### config.mk
export PLATFORM = sky130hd
export DESIGN_NAME = mega_ram_arb_flat
export DESIGN_NICKNAME = d
export VERILOG_FILES = /design/src/rtl/mega_ram_arb_if.sv /design/src/rtl/mega_ram_arb.sv /design/src/flat_wrapper.sv
export SDC_FILE = /design/constraint.sdc
export NUM_CORES = 1
export LEC_CHECK = 0
export BUFFER_PORTS_ARGS = -buffer_cell sky130_fd_sc_hd__buf_2
export CAP_MARGIN = 20
export CORE_MARGIN = 2
export CORE_UTILIZATION = 37
export CTS_BUF_LIST = sky130_fd_sc_hd__clkbuf_8 sky130_fd_sc_hd__clkbuf_16
export DETAILED_ROUTE_END_ITERATION = 8
export GPL_TIMING_DRIVEN = 0
export PLACE_DENSITY = 0.82
export RECOVER_POWER = 100
export SETUP_SLACK_MARGIN = 0.1
export SYNTH_ARGS = -nofsm -noshare
export SYNTH_HDL_FRONTEND = slang
export SYNTH_SLANG_ARGS = --single-unit
### constraint.sdc
create_clock -name clk -period 2.1 [get_ports clk]
set_clock_uncertainty 0.05 [all_clocks]
set_input_delay 0 -clock clk [delete_from_list [all_inputs] [get_ports clk]]
set_output_delay 0 -clock clk [all_outputs]
set_load 0.01 [all_outputs]
### src/rtl/mega_ram_arb_if.sv
// Bundles the CPU, external and RAM-side signals of the mega RAM arbiter.
// slave: the arbiter's view. master: the view of the surrounding CPU/loader/RAM.
// Carries no state of its own.
interface mega_ram_arb_if #(
  parameter int ADDR_BUS_WIDTH = 12,
  parameter int DATA_BUS_WIDTH = 8
);
  // CPU data-space port
  logic                      cpu_rd;
  logic                      cpu_wr;
  logic [ADDR_BUS_WIDTH-1:0] cpu_a;
  logic [DATA_BUS_WIDTH-1:0] cpu_d_in;
  logic [DATA_BUS_WIDTH-1:0] cpu_d_out;
  logic                      cpu_stall;
  // external loader/debug port
  logic                      ext_req;
  logic                      ext_we;
  logic [ADDR_BUS_WIDTH-1:0] ext_a;
  logic [DATA_BUS_WIDTH-1:0] ext_d_in;
  logic                      ext_ack;
  logic                      ext_rvalid;
  logic [DATA_BUS_WIDTH-1:0] ext_d_out;
  // single-port RAM with registered read data
  logic                      ram_we;
  logic [ADDR_BUS_WIDTH-1:0] ram_a;
  logic [DATA_BUS_WIDTH-1:0] ram_d_in;
  logic [DATA_BUS_WIDTH-1:0] ram_d_out;

  modport slave (
    input  cpu_rd, cpu_wr, cpu_a, cpu_d_in,
    input  ext_req, ext_we, ext_a, ext_d_in,
    input  ram_d_out,
    output cpu_d_out, cpu_stall,
    output ext_ack, ext_rvalid, ext_d_out,
    output ram_we, ram_a, ram_d_in
  );

  modport master (
    output cpu_rd, cpu_wr, cpu_a, cpu_d_in,
    output ext_req, ext_we, ext_a, ext_d_in,
    output ram_d_out,
    input  cpu_d_out, cpu_stall,
    input  ext_ack, ext_rvalid, ext_d_out,
    input  ram_we, ram_a, ram_d_in
  );
endinterface

### src/rtl/mega_ram_arb.sv
// Shares one single-port RAM between the CPU (priority) and an external loader/debug port.
// Latency: grant is combinational; ext read data returns one cycle after ext_ack (ext_rvalid).
// Backpressure: CPU stalls only on a starvation-forced ext grant (max 1 cycle); ext waits for ext_ack.
module mega_ram_arb #(
  parameter int ADDR_BUS_WIDTH = 12,
  parameter int DATA_BUS_WIDTH = 8,
  // consecutive denied ext cycles before the ext port is forced in; 1..15
  parameter int STARVE_LIMIT   = 4
) (
  input logic           clk,
  input logic           rst,
  mega_ram_arb_if.slave bus
);

  localparam logic [3:0] LIMIT = 4'(STARVE_LIMIT);

  logic                      cpu_acc;
  logic                      force_grant;
  logic                      ext_sel;
  logic [3:0]                wait_cnt;
  logic                      rd_pend;
  logic                      rd_vld;
  logic [DATA_BUS_WIDTH-1:0] ext_rd_q;

  // Arbitration: CPU wins unless idle or the ext port has starved long enough.
  always_comb begin
    cpu_acc     = bus.cpu_rd | bus.cpu_wr;
    force_grant = (wait_cnt >= LIMIT);
    ext_sel     = bus.ext_req & ~rst & (~cpu_acc | force_grant);
  end

  // RAM port mux and handshake outputs; a simultaneous CPU rd+wr is just a write.
  always_comb begin
    bus.ext_ack   = ext_sel;
    bus.cpu_stall = cpu_acc & ext_sel;
    bus.cpu_d_out = bus.ram_d_out;
    if (ext_sel) begin
      bus.ram_a    = bus.ext_a;
      bus.ram_d_in = bus.ext_d_in;
      bus.ram_we   = bus.ext_we;
    end else begin
      bus.ram_a    = bus.cpu_a;
      bus.ram_d_in = bus.cpu_d_in;
      bus.ram_we   = bus.cpu_wr & ~rst;
    end
  end

  // Starvation counter: counts denied ext cycles, cleared by a grant or a dropped request.
  always_ff @(posedge clk) begin
    if (rst) begin
      wait_cnt <= '0;
    end else if (bus.ext_req & ~ext_sel) begin
      if (wait_cnt != 4'hF) wait_cnt <= wait_cnt + 4'd1;
    end else begin
      wait_cnt <= '0;
    end
  end

  // Marks the cycle in which RAM read data for an ext read is on ram_d_out.
  always_ff @(posedge clk) begin
    if (rst) rd_pend <= 1'b0;
    else     rd_pend <= ext_sel & ~bus.ext_we;
  end

  // Holds the last ext read data so ext_d_out stays stable between reads.
  always_ff @(posedge clk) begin
    if (rst)         ext_rd_q <= '0;
    else if (rd_vld) ext_rd_q <= bus.ram_d_out;
  end

  // Ext read return: live RAM data on the valid cycle, held copy otherwise; reset kills an in-flight read.
  always_comb begin
    rd_vld         = rd_pend & ~rst;
    bus.ext_rvalid = rd_vld;
    if (rst)         bus.ext_d_out = '0;
    else if (rd_vld) bus.ext_d_out = bus.ram_d_out;
    else             bus.ext_d_out = ext_rd_q;
  end

endmodule

### src/flat_wrapper.sv
// flat-port wrapper written by rule: the top's interface ports become plain ports
module mega_ram_arb_flat 
#(
  parameter int ADDR_BUS_WIDTH = 12,
  parameter int DATA_BUS_WIDTH = 8,
                                                                          
  parameter int STARVE_LIMIT   = 4
)
  (clk, rst, bus_cpu_rd, bus_cpu_wr, bus_cpu_a, bus_cpu_d_in, bus_ext_req, bus_ext_we, bus_ext_a, bus_ext_d_in, bus_ram_d_out, bus_cpu_d_out, bus_cpu_stall, bus_ext_ack, bus_ext_rvalid, bus_ext_d_out, bus_ram_we, bus_ram_a, bus_ram_d_in);
  mega_ram_arb_if #(.ADDR_BUS_WIDTH(ADDR_BUS_WIDTH), .DATA_BUS_WIDTH(DATA_BUS_WIDTH)) bus_i ();
  input logic clk;
  input logic rst;
  input wire logic [$bits(bus_i.cpu_rd)-1:0] bus_cpu_rd;
  input wire logic [$bits(bus_i.cpu_wr)-1:0] bus_cpu_wr;
  input wire logic [$bits(bus_i.cpu_a)-1:0] bus_cpu_a;
  input wire logic [$bits(bus_i.cpu_d_in)-1:0] bus_cpu_d_in;
  input wire logic [$bits(bus_i.ext_req)-1:0] bus_ext_req;
  input wire logic [$bits(bus_i.ext_we)-1:0] bus_ext_we;
  input wire logic [$bits(bus_i.ext_a)-1:0] bus_ext_a;
  input wire logic [$bits(bus_i.ext_d_in)-1:0] bus_ext_d_in;
  input wire logic [$bits(bus_i.ram_d_out)-1:0] bus_ram_d_out;
  output wire logic [$bits(bus_i.cpu_d_out)-1:0] bus_cpu_d_out;
  output wire logic [$bits(bus_i.cpu_stall)-1:0] bus_cpu_stall;
  output wire logic [$bits(bus_i.ext_ack)-1:0] bus_ext_ack;
  output wire logic [$bits(bus_i.ext_rvalid)-1:0] bus_ext_rvalid;
  output wire logic [$bits(bus_i.ext_d_out)-1:0] bus_ext_d_out;
  output wire logic [$bits(bus_i.ram_we)-1:0] bus_ram_we;
  output wire logic [$bits(bus_i.ram_a)-1:0] bus_ram_a;
  output wire logic [$bits(bus_i.ram_d_in)-1:0] bus_ram_d_in;
  assign bus_i.cpu_rd = bus_cpu_rd;
  assign bus_i.cpu_wr = bus_cpu_wr;
  assign bus_i.cpu_a = bus_cpu_a;
  assign bus_i.cpu_d_in = bus_cpu_d_in;
  assign bus_i.ext_req = bus_ext_req;
  assign bus_i.ext_we = bus_ext_we;
  assign bus_i.ext_a = bus_ext_a;
  assign bus_i.ext_d_in = bus_ext_d_in;
  assign bus_i.ram_d_out = bus_ram_d_out;
  assign bus_cpu_d_out = bus_i.cpu_d_out;
  assign bus_cpu_stall = bus_i.cpu_stall;
  assign bus_ext_ack = bus_i.ext_ack;
  assign bus_ext_rvalid = bus_i.ext_rvalid;
  assign bus_ext_d_out = bus_i.ext_d_out;
  assign bus_ram_we = bus_i.ram_we;
  assign bus_ram_a = bus_i.ram_a;
  assign bus_ram_d_in = bus_i.ram_d_in;
  mega_ram_arb #(.ADDR_BUS_WIDTH(ADDR_BUS_WIDTH), .DATA_BUS_WIDTH(DATA_BUS_WIDTH), .STARVE_LIMIT(STARVE_LIMIT)) u_core (.clk(clk), .rst(rst), .bus(bus_i));
endmodule
# Yosys cells after proc, flatten, opt, wreduce, memory -nomap -nowiden
# Cells that the tools add are included.
# op_classes
addsub	1
order_cmp	1
n_eq_ne	1
muxes	5
bitwise_logic	14
n_reduce_logical	1
# op_table
cell	count
$mux W8	3
$mux W12	1
$and A1 B1 Y1	7
$not A1 Y1	5
$add A4 B1 Y4 const B	1
$ge A4 B3 Y1 const B	1
$ne A4 B4 Y1 const B	1
$or A1 B1 Y1	2
$reduce_or A2 Y1	1
$mux W1	1
# totals
regBits	13
out_inout_bits	40
elab_cells	26

# Logic depth before layout (Yosys ltp)
# logic_depth
ltp_word	8
ltp_mapped	5

# Worst setup path after synthesis
# No wires, ideal clock.
# synth_path
path_type	register -> output
startpoint	register u_core.wait_cnt[2]
endpoint	output bus_ram_d_in[0]
arrival_ns	1.221
path_slack_ns	0.829
stages_incl_launch_ff	5
path_buffers	2
cell_sequence	dfxtp_1 > o311a_1 > buf_6 > buf_8 > mux2_4
# synth_between
elab_chain_len	4
# synth_rtl
element	line_no	rtl
start: declaration	mega_ram_arb.sv:20	logic [3:0] wait_cnt;
start signal: assignment	mega_ram_arb.sv:53	if (wait_cnt != 4'hF) wait_cnt <= wait_cnt + 4'd1;
$ge A4 B3 Y1	mega_ram_arb.sv:28	force_grant = (wait_cnt >= LIMIT);
$or A1 B1 Y1	mega_ram_arb.sv:29	ext_sel = bus.ext_req & ~rst & (~cpu_acc | force_grant);
$and A1 B1 Y1	mega_ram_arb.sv:29	
named net bus_ext_ack	flat_wrapper.sv:24	output wire logic [$bits(bus_i.ext_ack)-1:0] bus_ext_ack;
$mux W8	mega_ram_arb.sv:37	if (ext_sel) begin
end: declaration	flat_wrapper.sv:29	output wire logic [$bits(bus_i.ram_d_in)-1:0] bus_ram_d_in;
# The timed path passes the listed nets, and every way through them passes these cells.

# Final worst setup path
# layout_path
startpoint	register u_core.wait_cnt[2]
endpoint	output bus_ram_a[3]
# layout_between
elab_chain_len	4
# layout_rtl
element	line_no	rtl
$ge A4 B3 Y1	mega_ram_arb.sv:28	
$or A1 B1 Y1	mega_ram_arb.sv:29	
$and A1 B1 Y1	mega_ram_arb.sv:29	
$mux W12	mega_ram_arb.sv:37	
end: declaration	flat_wrapper.sv:28	output wire logic [$bits(bus_i.ram_a)-1:0] bus_ram_a;
# No other way between the ends.

==> flow_summary.toml <==
[placement]
hpwl_mm = 2.00
gp_congestion = 0.741
io_buffers = 93
dp_cells = 198

[synth]
synth_top_area_cell = "dfxtp_1"
ys_top_cells_by_count = "17 x mux2_4, 13 x dfxtp_1, 9 x nor2_1, 8 x buf_4, 8 x mux2i_1"
avgSynthCellArea_um2 = 11.4
synthFlopType = "dfxtp_1"
ys_ff_latch = 13
synth_top_area_frac = 0.297
synth_edf_count = 0
synth-seq-area-share = 0.297
syn-num-nets = 132
syn_area_um2 = 877
synth_warnings = 0
synth_cells = 77
synth_area_leaders = "dfxtp_1 30%, mux2_4 29%, mux2i_1 9.1%, buf_4 6.8%, mux2_2 5.1%"
synth-async-reset-ratio = 0
synth_cell_types = 20
synth_most_common_cell = "mux2_4"

[finish]
drive_above_1_share = 0.514
area_delta_synth_final_pct = 57.1
multi_input_area_um2 = 498
antenna_cells = 0
instances_no_fill = 203
nFillCells = 235
seq_area_um2 = 260
nets = 231

[route]
post_drt_wl_per_cell_um = 11.3
dr.pass1.iters = 2
vias = 868
via_per_inst = 4.28
drtAntennaViolNets = 0
drt_wl_total_mm = 2.28
drtIter0Drc = 1
drc = 0

[global_routing]
antenna_found_initial = 0
grt_pass1_wl_mm = 3.17
grt_max_degree = 11
grt.overflow.total = 0
grt_use_total = 0.153
grt_pass1_vias = 799

[timing]
max_freq_ghz = 0.556
rsz0062_at_grt = "no"
slew_headroom = 0.604
finalCriticalPeriod_ps = 1800
slew_violations = 0
tightestPinTransition_ps = 594
fin_crit_sh = 0.856
setup-tns-final_ps = 0
setup_viol = 0
final_hold_viol_count = 0

[die]
coreArea_um2 = 2230
die_x_um = 52.7
start_util = 0.393
rows = 17
dieArea_um2 = 2780
io-pin-count = 94
die_h_um = 52.7

[clock_network]
cts_tree = "yes"
cts_buffers = 3
htreeDepth = 1
clk_root_buffer_cell = "clkbuf_8"
cts_resized = 0
postCtsSetupRepairBufs = 0
cts.path.max_buffers = 2
cts.clk_slew.worst_paths_ps = 50
cts.sinks = 13
worstSkewPairLatency_ps = 230

[critical_path]
crit_arrival_ps = 1750
path_class = "reg2out"
critPathLaunchType = "flop"
cp_max_fo = 10
required_ps = 2050
end_kind = "output pin"

[run_status]
status = "complete, no violations"

[power_and_ir_drop]
p_leak_uw = 0.000673
ir_worst_vdd_v = 0.000389
power_density_nw_per_um2 = 491

[min_path]
hp-class = "in2reg"

[job]
drv_cap = 0
[sequential cells by signal, indices dropped and copies added, names as in the netlist]
| name | count |
|---|---|
| u_core.ext_rd_q | 8 |
| u_core.wait_cnt | 4 |
| u_core.rd_pend | 1 |
[what timing repair did]
item,4_1_cts,5_1_grt
hold buffers,1,0
endpoints found under the hold margin,1,0
setup endpoints to repair,0,0
[layer usage]
| metal | wire length [um] | track usage | vias to the layer above |
|---|---|---|---|
| met5 | 0 | 0 | - |
| met4 | 14 | 0.0513 | 0 |
| met3 | 183 | 0.0200 | 2 |
| met2 | 1320 | 0.325 | 41 |
| met1 | 769 | 0.143 | 377 |
| li1 | - | - | 448 |
[power breakdown]
group	leakage (uW)	switching, uW	internal, uW
Combinational	0.000542	87.5	120
Sequential	0.000106	2.19	253
Clock	0.0000255	82.6	131
[cell families after synthesis]
| family | synth area share |
|---|---|
| buffers and inverters | 0.136 |
| AOI/OAI and AO/OA | 0.0114 |
| muxes | 0.434 |
| and+or+nand+nor | 0.104 |
| other | 0.00428 |
| adders and majority gates | 0.0143 |
| DFF | 0.297 |
[layout by cell type (no fill, tap or decap), drive strengths merged]
cell type and n:
inv 1, o311a 1, clkinv 1, mux2i 8, clkbuf 44, and2 2
nor4 1, nor2b 4, and2b 1, ha 1, dlygate4sd3 1, buf 65
nor2 9, dfxtp 13, mux2 21, nand2b 1, conb 1
[metrics by stage]
step | util | setup WS (ps) | hold slack, ps | cell area (um2) | total power (uW)
2_1_floorplan | - | 829 | 21.6 | 877 | 382
3_3_place_gp | 0.617 | 685 | 127 | 1380 | 475
3_5_place_dp | 0.617 | 681 | 133 | 1380 | 481
4_1_cts | 0.642 | 415 | 12.8 | 1430 | 699
5_1_grt | 0.617 | 203 | 33.4 | 1380 | 718
6_report | 0.617 | 302 | 12.4 | 1380 | 676
[worst max-delay path, stage by stage, from the launching register on]
cell and delay [ps]:
dfxtp_1 310, o311a_1 340, clkbuf_1 220, buf_12 210, mux2_4 290, buf_2 140
[final timing paths]
kind                            depth (start not counted)            endpoint                from  slack (ps)
worst min register to register                          1  u_core.wait_cnt[0]  u_core.wait_cnt[0]         380
worst max-delay path                                    5        bus_ram_a[3]  u_core.wait_cnt[2]         300
worst max register to register                          4      u_core.rd_pend  u_core.wait_cnt[2]         730
worst min-delay path                                    3  u_core.ext_rd_q[2]    bus_ram_d_out[2]          10
[cell type report]
cell class              count  share of cell area
plain buffers              13              0.0772
clock inverters             1             0.00363
flip-flops and latches     13               0.189
repair buffers             94               0.311
inverters                   1             0.00272
well taps                  28              0.0254
multi-input cells          50               0.361
clock buffers               3              0.0300
Power figures use the tool's default switching activity.
